**src/rtl/serial_sub_ctrl.sv**
```systemverilog
// serial_sub_ctrl: bit-serial a - b - borrow_i through one shared 1-bit subtractor cell, LSB first.
// Optional macro SERIAL_SUB_SAT_EN: clamp diff_o to zero when the final borrow is set.
module serial_sub_ctrl #(
    parameter int WIDTH = 8
) (
    input  logic             clk_i,
    input  logic             rst_i,
    input  logic             in_valid_i,
    output logic             in_ready_o,
    input  logic [WIDTH-1:0] a_i,
    input  logic [WIDTH-1:0] b_i,
    input  logic             borrow_i,
    output logic             out_valid_o,
    input  logic             out_ready_i,
    output logic [WIDTH-1:0] diff_o,
    output logic             borrow_o,
    output logic             busy_o
);
    localparam int CNT_W = $clog2(WIDTH);
    localparam logic [CNT_W-1:0] LAST_BIT = CNT_W'(WIDTH - 1);

    typedef enum logic [1:0] {
        IDLE = 2'd0,
        RUN  = 2'd1,
        DONE = 2'd2
    } state_t;

    // One full-subtractor cell; result packed as {borrow_out, diff}.
    function automatic logic [1:0] sub_cell(input logic a, input logic b, input logic bin);
        sub_cell = {(~a & b) | (~a & bin) | (b & bin), a ^ b ^ bin};
    endfunction

    state_t             state_r;
    logic [CNT_W-1:0]   cnt_r;
    logic [WIDTH-1:0]   a_sh_r;
    logic [WIDTH-1:0]   b_sh_r;
    logic [WIDTH-2:0]   res_sh_r;
    logic               brw_r;

    logic [1:0]         cell_s;
    logic [WIDTH-1:0]   next_res_s;
    logic [WIDTH-1:0]   final_diff_s;

    // Cell evaluation for the current bit and the result word once this bit lands at the MSB.
    always_comb begin
        cell_s     = sub_cell(a_sh_r[0], b_sh_r[0], brw_r);
        next_res_s = {cell_s[0], res_sh_r};
`ifdef SERIAL_SUB_SAT_EN
        if (cell_s[1]) begin
            final_diff_s = {WIDTH{1'b0}};
        end else begin
            final_diff_s = next_res_s;
        end
`else
        final_diff_s = next_res_s;
`endif
    end

    // Sequencer: load operands, step one bit per cycle, then hold the result until taken.
    always_ff @(posedge clk_i) begin
        if (rst_i) begin
            state_r     <= IDLE;
            cnt_r       <= {CNT_W{1'b0}};
            a_sh_r      <= {WIDTH{1'b0}};
            b_sh_r      <= {WIDTH{1'b0}};
            res_sh_r    <= {(WIDTH-1){1'b0}};
            brw_r       <= 1'b0;
            in_ready_o  <= 1'b1;
            out_valid_o <= 1'b0;
            diff_o      <= {WIDTH{1'b0}};
            borrow_o    <= 1'b0;
            busy_o      <= 1'b0;
        end else begin
            case (state_r)
                IDLE: begin
                    if (in_valid_i && in_ready_o) begin
                        a_sh_r     <= a_i;
                        b_sh_r     <= b_i;
                        brw_r      <= borrow_i;
                        cnt_r      <= {CNT_W{1'b0}};
                        in_ready_o <= 1'b0;
                        busy_o     <= 1'b1;
                        state_r    <= RUN;
                    end
                end
                RUN: begin
                    a_sh_r   <= {1'b0, a_sh_r[WIDTH-1:1]};
                    b_sh_r   <= {1'b0, b_sh_r[WIDTH-1:1]};
                    res_sh_r <= next_res_s[WIDTH-1:1];
                    brw_r    <= cell_s[1];
                    cnt_r    <= cnt_r + CNT_W'(1);
                    // The MSB step publishes the result; the counter wrap at 2^k widths is harmless here.
                    if (cnt_r == LAST_BIT) begin
                        diff_o      <= final_diff_s;
                        borrow_o    <= cell_s[1];
                        out_valid_o <= 1'b1;
                        state_r     <= DONE;
                    end
                end
                DONE: begin
                    if (out_ready_i) begin
                        out_valid_o <= 1'b0;
                        in_ready_o  <= 1'b1;
                        busy_o      <= 1'b0;
                        state_r     <= IDLE;
                    end
                end
                default: begin
                    state_r     <= IDLE;
                    in_ready_o  <= 1'b1;
                    out_valid_o <= 1'b0;
                    busy_o      <= 1'b0;
                end
            endcase
        end
    end

endmodule

```
**config.mk**
```make
export PLATFORM = sky130hd
export DESIGN_NAME = serial_sub_ctrl
export DESIGN_NICKNAME = d
export VERILOG_FILES = /design/src/rtl/serial_sub_ctrl.sv
export SDC_FILE = /design/constraint.sdc
export NUM_CORES = 1
export LEC_CHECK = 0
export ABC_AREA = 1
export CAP_MARGIN = 40
export CELL_PAD_IN_SITES_DETAIL_PLACEMENT = 1
export CELL_PAD_IN_SITES_GLOBAL_PLACEMENT = 1
export CORE_ASPECT_RATIO = 1.1
export CORE_MARGIN = 1.5
export CORE_UTILIZATION = 39
export DETAILED_ROUTE_END_ITERATION = 8
export GPL_TIMING_DRIVEN = 0
export PLACE_DENSITY_LB_ADDON = 0.1
export SKIP_CTS_REPAIR_TIMING = 1
export SYNTH_ARGS = -nofsm -noshare
export SYNTH_HDL_FRONTEND = slang
export SYNTH_SLANG_ARGS = --single-unit
export TNS_END_PERCENT = 5
```
**constraint.sdc**
```tcl
create_clock -name clk_i -period 2.5 [get_ports clk_i]
set_input_delay 0.5 -clock clk_i [delete_from_list [all_inputs] [get_ports clk_i]]
set_output_delay 0.5 -clock clk_i [all_outputs]
set_load 0.02 [all_outputs]
```
==> results_dict.tcl, run 1 <==
set metrics [dict create \
    antenna_cells 0 \
    grt.overflow.total 0 \
    status "finished, final reports clean" \
    rsz0062_at_grt "false" \
    maxSlewHeadroom_pct 70.8 \
    cp_cell_sequence "clkdlybuf4s50_1" \
    path_class "reg2out" \
    place.gp.congestion 0.754 \
    crit_fanout 4 \
    p_int_uw 1050 \
    cp.arrival_ns 1.28 \
    post-route-min-period_ns 1.78 \
    pre_cts_ws_ns 0.481 \
    grt_start_max_net_pins 14 \
    dr.first_iter.drc_count 100 \
    yosys_warnings 0 \
    dp_cells 321 \
    syn_inst 235 \
    min_path_type "reg2reg" \
    synth.avg_cell_area_um2 7.24 \
    cts_root_buf "clkbuf_8" \
    power_frac_clock_pct 31.2 \
    p_sw_uw 430 \
    synth.area.top_cells "dfxtp_1 48%, nand2_1 15%, nor2_1 11%, o21ai_0 8.2%, a21oi_1 4.7%" \
    p_seq_share_pct 50.4 \
    cts_buffers 5 \
    clk_pin_slew_ns 0.08 \
    drt-total-wl_um 4030 \
    maxSlewViolCount 0 \
    core_area_mm2 0.00425 \
    synth_top_cell_area_share_pct 48.2 \
    post-synth-top-area-cell "dfxtp_1" \
    grt_pass1_vias 1597 \
    synthArstFlopShare_pct 0 \
    cts.sinks 41 \
    power_frac_comb_pct 18.4 \
    placement.io_buffers 32 \
    synth_nets 259 \
    regArea_um2 821 \
    startpoint_type "flip-flop" \
    stdcell_count 329 \
    drc 0 \
    floorplan.rows 25 \
    crit_slowest_cell "clkdlybuf4s50_1" \
    start_util_pct 40.0 \
    synth-seq-cells 41 \
    ys_types 20 \
    timing.fmax_mhz 560 \
    mappedNetlistArea_mm2 0.00170 \
    finalHoldViolCount 0 \
    fp.dieW_um 66.0 \
    fillCellCount 561 \
    place_area_mm2 0.00209 \
    antenna_found_initial 0 \
    worst_slew_pin_slew_ns 0.439 \
    drive_gt1_share_pct 8.00 \
    area_delta_synth_final_pct 28.5 \
    worst_slack_ns 0.715 \
    finalSetupTns_ns 0 \
    p_per_area_mw_per_mm2 676 \
    grt_usage_pct 19.7 \
    viasPerCell 4.89 \
    fin_skew_ns 0.00731 \
    p_leak_uw 0.000936 \
    multi_input_comb_area_um2 798 \
    ys_seq_area_share_pct 48.2 \
    nets 298 \
    first_pass_iters 4 \
    h-tree-depth 2 \
    routed-via-count 1608 \
    cp-end-kind "output port" \
    grt_pass1_wl_um 7280 \
    fp.dieH_um 72.3 \
    synthTopCellsByCount "69 x nand2_1, 50 x nor2_1, 41 x dfxtp_1" \
    insertion_delay_ns 0.29 \
    finalPower_uw 1480 \
    ioPinCount 33 \
    cts_tree "yes" \
    finalCritPeriodShare_pct 71.4 \
    dieArea_mm2 0.00477 \
    synth_ff_type "dfxtp_1" \
    max-vdd-ir-drop_v 0.000349 \
    hpwlAfterDp_um 2930 \
    crit_required_ns 2.00 \
    switching_share_pct 29.1 \
    yosysMostFrequentCell "nand2_1" \
    synth_edf_count 0 \
    ant_nets 0 \
    cts_buffer_depth 2 \
    design_area_mm2 0.00219 \
    wl_per_cell_um 12.3 \
    final-setup-viol-count 0 \
    cp_top_family "buffers and inverters" \
    cp_num_buf_inv 1 \
    cp_slowest_stage_delay_ns 0.62 \
    timing.max_cap.violations 0 \
]
-- layout make-up --
class | count | share of cell area, %
plain buffers | 10 | 2.63
multi-input cells | 178 | 36.5
clock buffers | 6 | 3.78
repair buffers | 32 | 14.7
inverters | 6 | 1.14
well taps | 54 | 3.09
clock inverters | 2 | 0.630
flip-flops and latches | 41 | 37.6
-- power groups by stage --
| stage | combinational (uW) | clock, uW | sequential, uW |
|---|---|---|---|
| floorplan | 180 | 0 | 755 |
| finish | 272 | 462 | 745 |
| detailed placement | 276 | 0 | 759 |
| global placement | 269 | 0 | 757 |
| CTS | 278 | 475 | 745 |
| global route | 314 | 514 | 752 |
-- flip-flops by register name (all words and copies together), names as in the netlist, 2 cells and up --
signal    flops
cnt_r         3
b_sh_r        8
a_sh_r        8
state_r       2
diff_o        8
res_sh_r      7
-- cells in the final DEF, fill, tap and decap left out, drive strengths merged --
cell type      count
a21oi             16
buf                7
clkbuf             9
clkdlybuf4s50     32
clkinv             2
dfxtp             41
fa                 1
ha                 2
inv                6
nand2             71
nand3              7
nand3b             1
nor2              52
o21ai             28
-- cells by family (layout without fill, tap and decap cells) --
family                   count (synthesis)  count (layout)  share of synthesized area, %
AND/OR/NAND/NOR                        131             131                          31.3
AO/OA/AOI/OAI                           44              44                          12.9
flip-flops                              41              41                          48.2
buffers and inverters                   16              56                          4.85
adder cells (fa/ha/maj)                  3               3                          2.65
-- metrics by stage --
| stage | utilization [%] | hold WS (ns) |
|---|---|---|
| global route | 51.4 | 0.479 |
| finish | 51.4 | 0.464 |
| detailed placement | 49.1 | 0.455 |
| global placement | 49.1 | 0.446 |
| CTS | 51.4 | 0.468 |
| floorplan | - | 0.432 |
-- worst paths after layout --
| path | start | to | slack (ns) | cells past startpoint |
|---|---|---|---|---|
| worst min-delay path | diff_o[0] | diff_o[0] | 0.46 | 2 |
| worst max register to register | cnt_r[0] | diff_o[7] | 0.97 | 6 |
| worst min register to register | diff_o[0] | diff_o[0] | 0.46 | 2 |
| worst max-delay path | in_ready_o | in_ready_o | 0.72 | 1 |
-- per-layer routing --
layer  vias up  wire length [um]  track usage, %
met2        29              2020            33.7
met5         -                 0               0
met1       747              1840            24.4
met4         0                37            5.44
li1        828                 -               -
met3         4               131            5.58
-- worst reg2reg max path, stage by stage, from the launching register on --
cell,delay (ns)
dfxtp_1,0.37
ha_1,0.17
ha_1,0.25
inv_1,0.10
nor2_1,0.32
o21ai_0,0.13
a21oi_1,0.12
No activity file was read; power rests on OpenSTA's default activity.
==> run 2: changes to the inputs <==
- CORE_UTILIZATION: 39 -> 36
- clock period: 2.5 -> 1.7 ns (I/O delays scaled with it)
==> run 2 against run 1 <==
Hold slack worse by 0.0016 ns; sequential cell count stayed put; cell area is 0.23% lower; combinational power is 47% higher; core utilization is 3.8 points lower; total power is 44% higher; wire length is 1.5% higher; clock power is 38% higher.
==> results_dict.tcl, run 2 (synthesis results as in run 1) <==
set metrics [dict create \
    first_pass_iters 3 \
    clk_pin_slew_ns 0.08 \
    area_delta_synth_final_pct 28.2 \
    worst-r2r-setup-slack_ns 0.21 \
    rsz0062_at_grt "false" \
    startpoint_type "flip-flop" \
    fillCellCount 605 \
    cts_tree "yes" \
    maxSlewHeadroom_pct 69.0 \
    cts_buffer_depth 2 \
    timing.max_cap.violations 0 \
    cts_root_buf "clkbuf_8" \
    cp_cell_sequence "clkdlybuf4s50_1" \
    cp.arrival_ns 1.29 \
    worst_r2r_startpoint "cnt_r[0]" \
    floorplan.rows 26 \
    place_area_mm2 0.00209 \
    cts_buffers 5 \
    reg2reg_to "borrow_o" \
    fp.dieW_um 68.6 \
    crit_required_ns 1.36 \
    dieArea_mm2 0.00515 \
    path_class "reg2out" \
    reg_top3 "a_sh_r: 8 flops, b_sh_r: 8 flops, diff_o: 8 flops" \
    grt.overflow.total 0 \
    cp_num_buf_inv 1 \
    routed-via-count 1604 \
    start_util_pct 37.1 \
    post-route-min-period_ns 1.63 \
    antenna_found_initial 0 \
    insertion_delay_ns 0.29 \
    finalHoldViolCount 0 \
    ioPinCount 33 \
    p_per_area_mw_per_mm2 977 \
    finalCritPeriodShare_pct 96.1 \
    final_cell_mix "69 x nand2_1, 49 x nor2_1, 41 x dfxtp_1" \
    reg2reg_depth 6 \
    grtUsageMet3_pct 5.38 \
    antenna_cells 0 \
    cp_slowest_stage_delay_ns 0.62 \
    final_common_cell "nand2_1" \
    design_area_mm2 0.00218 \
    worstHoldPathCells 2 \
    finalSetupTns_ns 0 \
    grt_start_max_net_pins 14 \
    fp.dieH_um 75.1 \
    place.gp.congestion 0.721 \
    fin_skew_ns 0.00675 \
    crit_slowest_cell "clkdlybuf4s50_1" \
    nets 298 \
    crit_fanout 4 \
    min_path_type "reg2reg" \
    use_met2_pct 30.8 \
    cts.sinks 41 \
    core_area_mm2 0.00459 \
    viasPerCell 4.85 \
    hold_end "diff_o[0]" \
    timing.fmax_mhz 612 \
    max-vdd-ir-drop_v 0.000409 \
    final-setup-viol-count 0 \
    met1_usage_pct 21.3 \
    grt_usage_pct 17.9 \
    grt_pass1_wl_um 6860 \
    drc 0 \
    drt-total-wl_um 4090 \
    p_leak_uw 0.000929 \
    h-tree-depth 2 \
    hold_start "diff_o[0]" \
    placement.io_buffers 32 \
    drive_gt1_share_pct 8.36 \
    status "finished, final reports clean" \
    grt-busiest-layer "met2" \
    dr.first_iter.drc_count 59 \
    worst_slew_pin_slew_ns 0.465 \
    grt_pass1_vias 1515 \
    maxSlewViolCount 0 \
    wl_per_cell_um 12.4 \
    cp_top_family "buffers and inverters" \
    cp-end-kind "output port" \
    hpwlAfterDp_um 2990 \
    ant_nets 0 \
]
## run 2: worst max path at each step
stage	slack [ns]	to	startpoint	cells past startpoint
2_1_floorplan	0.44	a_sh_r[0]	in_ready_o	6
3_3_place_gp	-0.16	a_sh_r[3]	rst_i	5
3_5_place_dp	-0.17	a_sh_r[3]	rst_i	5
4_1_cts	0.05	borrow_o	cnt_r[0]	6
5_1_grt	0.03	in_ready_o	in_ready_o	1
6_report	0.07	in_ready_o	in_ready_o	1
## run 2: power by group
part,internal (uW),switching [uW],leakage [uW],total [uW]
combinational,170,232,0.000549,401
sequential,1040,48.6,0.000336,1090
clock,284,353,0.0000439,636
## run 2: metal layers
metal,share of wire (%),up-vias
met1,47,745
met4,1.1,0
met3,3.4,5
met5,0,-
li1,-,829
met2,49,25
## run 2: per-stage QoR
step	setup WS, ns	hold slack [ns]	total power (uW)	utilization, %	cells
final	0.0665	0.463	2130	47.5	331
after global routing	0.0331	0.483	2260	47.5	331
after CTS	0.0513	0.466	2160	47.5	331
after detailed placement	-0.167	0.455	1520	45.6	323
after global placement	-0.162	0.448	1510	45.6	323
after floorplan	0.442	0.409	1370	-	235
## run 2: layout make-up
cell class                      count  area, um2  area share [%]
Buffer                             10       57.6            2.64
Clock buffer                        5       68.8            3.16
Sequential cell                    41        821            37.6
Tap cell                           56       70.1            3.21
Inverter                            6       25.0            1.15
Timing Repair Buffer               32        320            14.7
Clock inverter                      3       17.5           0.803
Multi-Input combinational cell    178        801            36.7
## run 2: worst min-delay path, delay by kind of cell, from the launching register on
family / cells / cell delay (ns)
AOI/OAI and AO/OA: 1 / 0.05
and+or+nand+nor: 1 / 0.06
DFF: 1 / 0.31
==> run 3: changes to the inputs <==
- CELL_PAD_IN_SITES_DETAIL_PLACEMENT: 1 -> not set
- CELL_PAD_IN_SITES_GLOBAL_PLACEMENT: 1 -> not set
- CORE_UTILIZATION: 36 -> 42
- PLACE_DENSITY: not set -> 0.67
- PLACE_DENSITY_LB_ADDON: 0.1 -> not set
==> run 3 against run 2 <==
Via count is 3.1% lower; setup slack better by 0.014 ns; core utilization is 8.5 points higher; critical path depth stayed put; critical endpoint unchanged; largest cell class unchanged.
==> results_dict.tcl, run 3 (synthesis results as in run 1) <==
set metrics [dict create \
    post-route-min-period_ns 1.62 \
    maxSlewViolCount 0 \
    insertion_delay_ns 0.29 \
    reg_top3 "a_sh_r: 8 flops, b_sh_r: 8 flops, diff_o: 8 flops" \
    p_seq_share_pct 47.7 \
    wl_per_cell_um 11.0 \
    power_frac_comb_pct 17.1 \
    final-setup-viol-count 0 \
    cp-end-kind "output port" \
    place.gp.congestion 0.741 \
    cts.sinks 41 \
    fin_skew_ns 0.00331 \
    antenna_cells 0 \
    timing.fmax_mhz 618 \
    cp_slowest_stage_delay_ns 0.62 \
    startpoint_type "flip-flop" \
    start_util_pct 43.3 \
    hpwlAfterDp_um 2570 \
    dieArea_mm2 0.00444 \
    finalPower_uw 2290 \
    crit_fanout 4 \
    area_delta_synth_final_pct 29.5 \
    routed-via-count 1555 \
    cp_cell_sequence "clkdlybuf4s50_1" \
    viasPerCell 4.76 \
    worst_slew_pin_slew_ns 0.454 \
    p_sw_uw 600 \
    fp.dieW_um 63.7 \
    ant_nets 0 \
    floorplan.rows 24 \
    max-vdd-ir-drop_v 0.000635 \
    finalCritPeriodShare_pct 95.2 \
    grt_start_max_net_pins 13 \
    fp.dieH_um 69.8 \
    switching_share_pct 26.2 \
    final_cell_mix "69 x nand2_1, 50 x nor2_1, 41 x dfxtp_1" \
    p_leak_uw 0.000944 \
    min_path_type "reg2reg" \
    cp_top_family "buffers and inverters" \
    drt-total-wl_um 3590 \
    grt.overflow.total 0 \
    fin_util_pct 56.0 \
    cts_buffer_depth 2 \
    p_per_area_mw_per_mm2 1040 \
    cp_num_buf_inv 1 \
    cts_root_buf "clkbuf_8" \
    cts_buffers 5 \
    multi_input_comb_area_um2 798 \
    grt_pass1_vias 1394 \
    first_pass_iters 4 \
    path_class "reg2out" \
    grt_usage_pct 17.3 \
    fillCellCount 400 \
    nets 298 \
    crit_slowest_cell "clkdlybuf4s50_1" \
    core_area_mm2 0.00393 \
    cts_tree "yes" \
    rsz0062_at_grt "false" \
    power_frac_clock_pct 35.2 \
    drc 0 \
    cp.arrival_ns 1.28 \
    dr.first_iter.drc_count 78 \
    final_common_cell "nand2_1" \
    regArea_um2 821 \
    crit_required_ns 1.36 \
    maxSlewHeadroom_pct 69.7 \
    clk_pin_slew_ns 0.08 \
    h-tree-depth 2 \
    p_int_uw 1690 \
    placement.io_buffers 32 \
    timing.max_cap.violations 0 \
    finalHoldViolCount 0 \
    grt_pass1_wl_um 6130 \
    antenna_found_initial 0 \
    status "finished, final reports clean" \
    drive_gt1_share_pct 7.64 \
    ioPinCount 33 \
]
==> run 3: cell type report <==
type	count	share of cell area, %
inverters	6	1.14
clock inverters	1	1.36
repair buffers	32	14.5
flip-flops and latches	41	37.3
plain buffers	10	2.61
clock buffers	7	3.92
well taps	52	2.95
multi-input cells	178	36.2
==> run 3: per-stage QoR <==
step | hold slack, ns | setup TNS [ns] | std cells | cell area (um2) | setup slack [ns]
3_5_place_dp | 0.453 | -1.80 | 319 | 2090 | -0.125
3_3_place_gp | 0.446 | -1.72 | 319 | 2090 | -0.129
5_1_grt | 0.481 | 0 | 327 | 2200 | 0.0291
4_1_cts | 0.464 | 0 | 327 | 2200 | 0.0653
2_1_floorplan | 0.409 | 0 | 235 | 1700 | 0.442
6_report | 0.462 | 0 | 327 | 2200 | 0.0808
==> run 3: path summary, 6_finish.rpt <==
| check | startpoint | endpoint | slack (ns) | cells after the start |
|---|---|---|---|---|
| max | in_ready_o | in_ready_o | 0.08 | 1 |
| min | out_valid_o | out_valid_o | 0.46 | 2 |
| max reg2reg | cnt_r[0] | diff_o[7] | 0.17 | 6 |
| min reg2reg | out_valid_o | out_valid_o | 0.46 | 2 |
==> run 3: worst reg2reg max path: stages (launching register included) <==
cell and delay (ns):
dfxtp_1 0.36, ha_1 0.15, ha_1 0.24, inv_1 0.10
nor2_1 0.34, o21ai_0 0.14, a21oi_1 0.13
==> run 3: metal layers <==
layer	up-vias	routed length [um]	global-route usage, %	share of wire (%)
li1	827	-	-	-
met1	691	1740	22.1	49
met2	33	1670	28.8	47
met3	4	139	3.90	3.9
met4	0	36	5.80	1.0
met5	-	0	0	0
==> run 3: power by group through the flow <==
| stage | Combinational (uW) | Sequential (uW) | Clock (uW) |
|---|---|---|---|
| after floorplan | 264 | 1110 | 0 |
| after global placement | 389 | 1110 | 0 |
| after detailed placement | 396 | 1110 | 0 |
| after CTS | 398 | 1090 | 817 |
| after global routing | 446 | 1100 | 858 |
| final | 391 | 1090 | 808 |
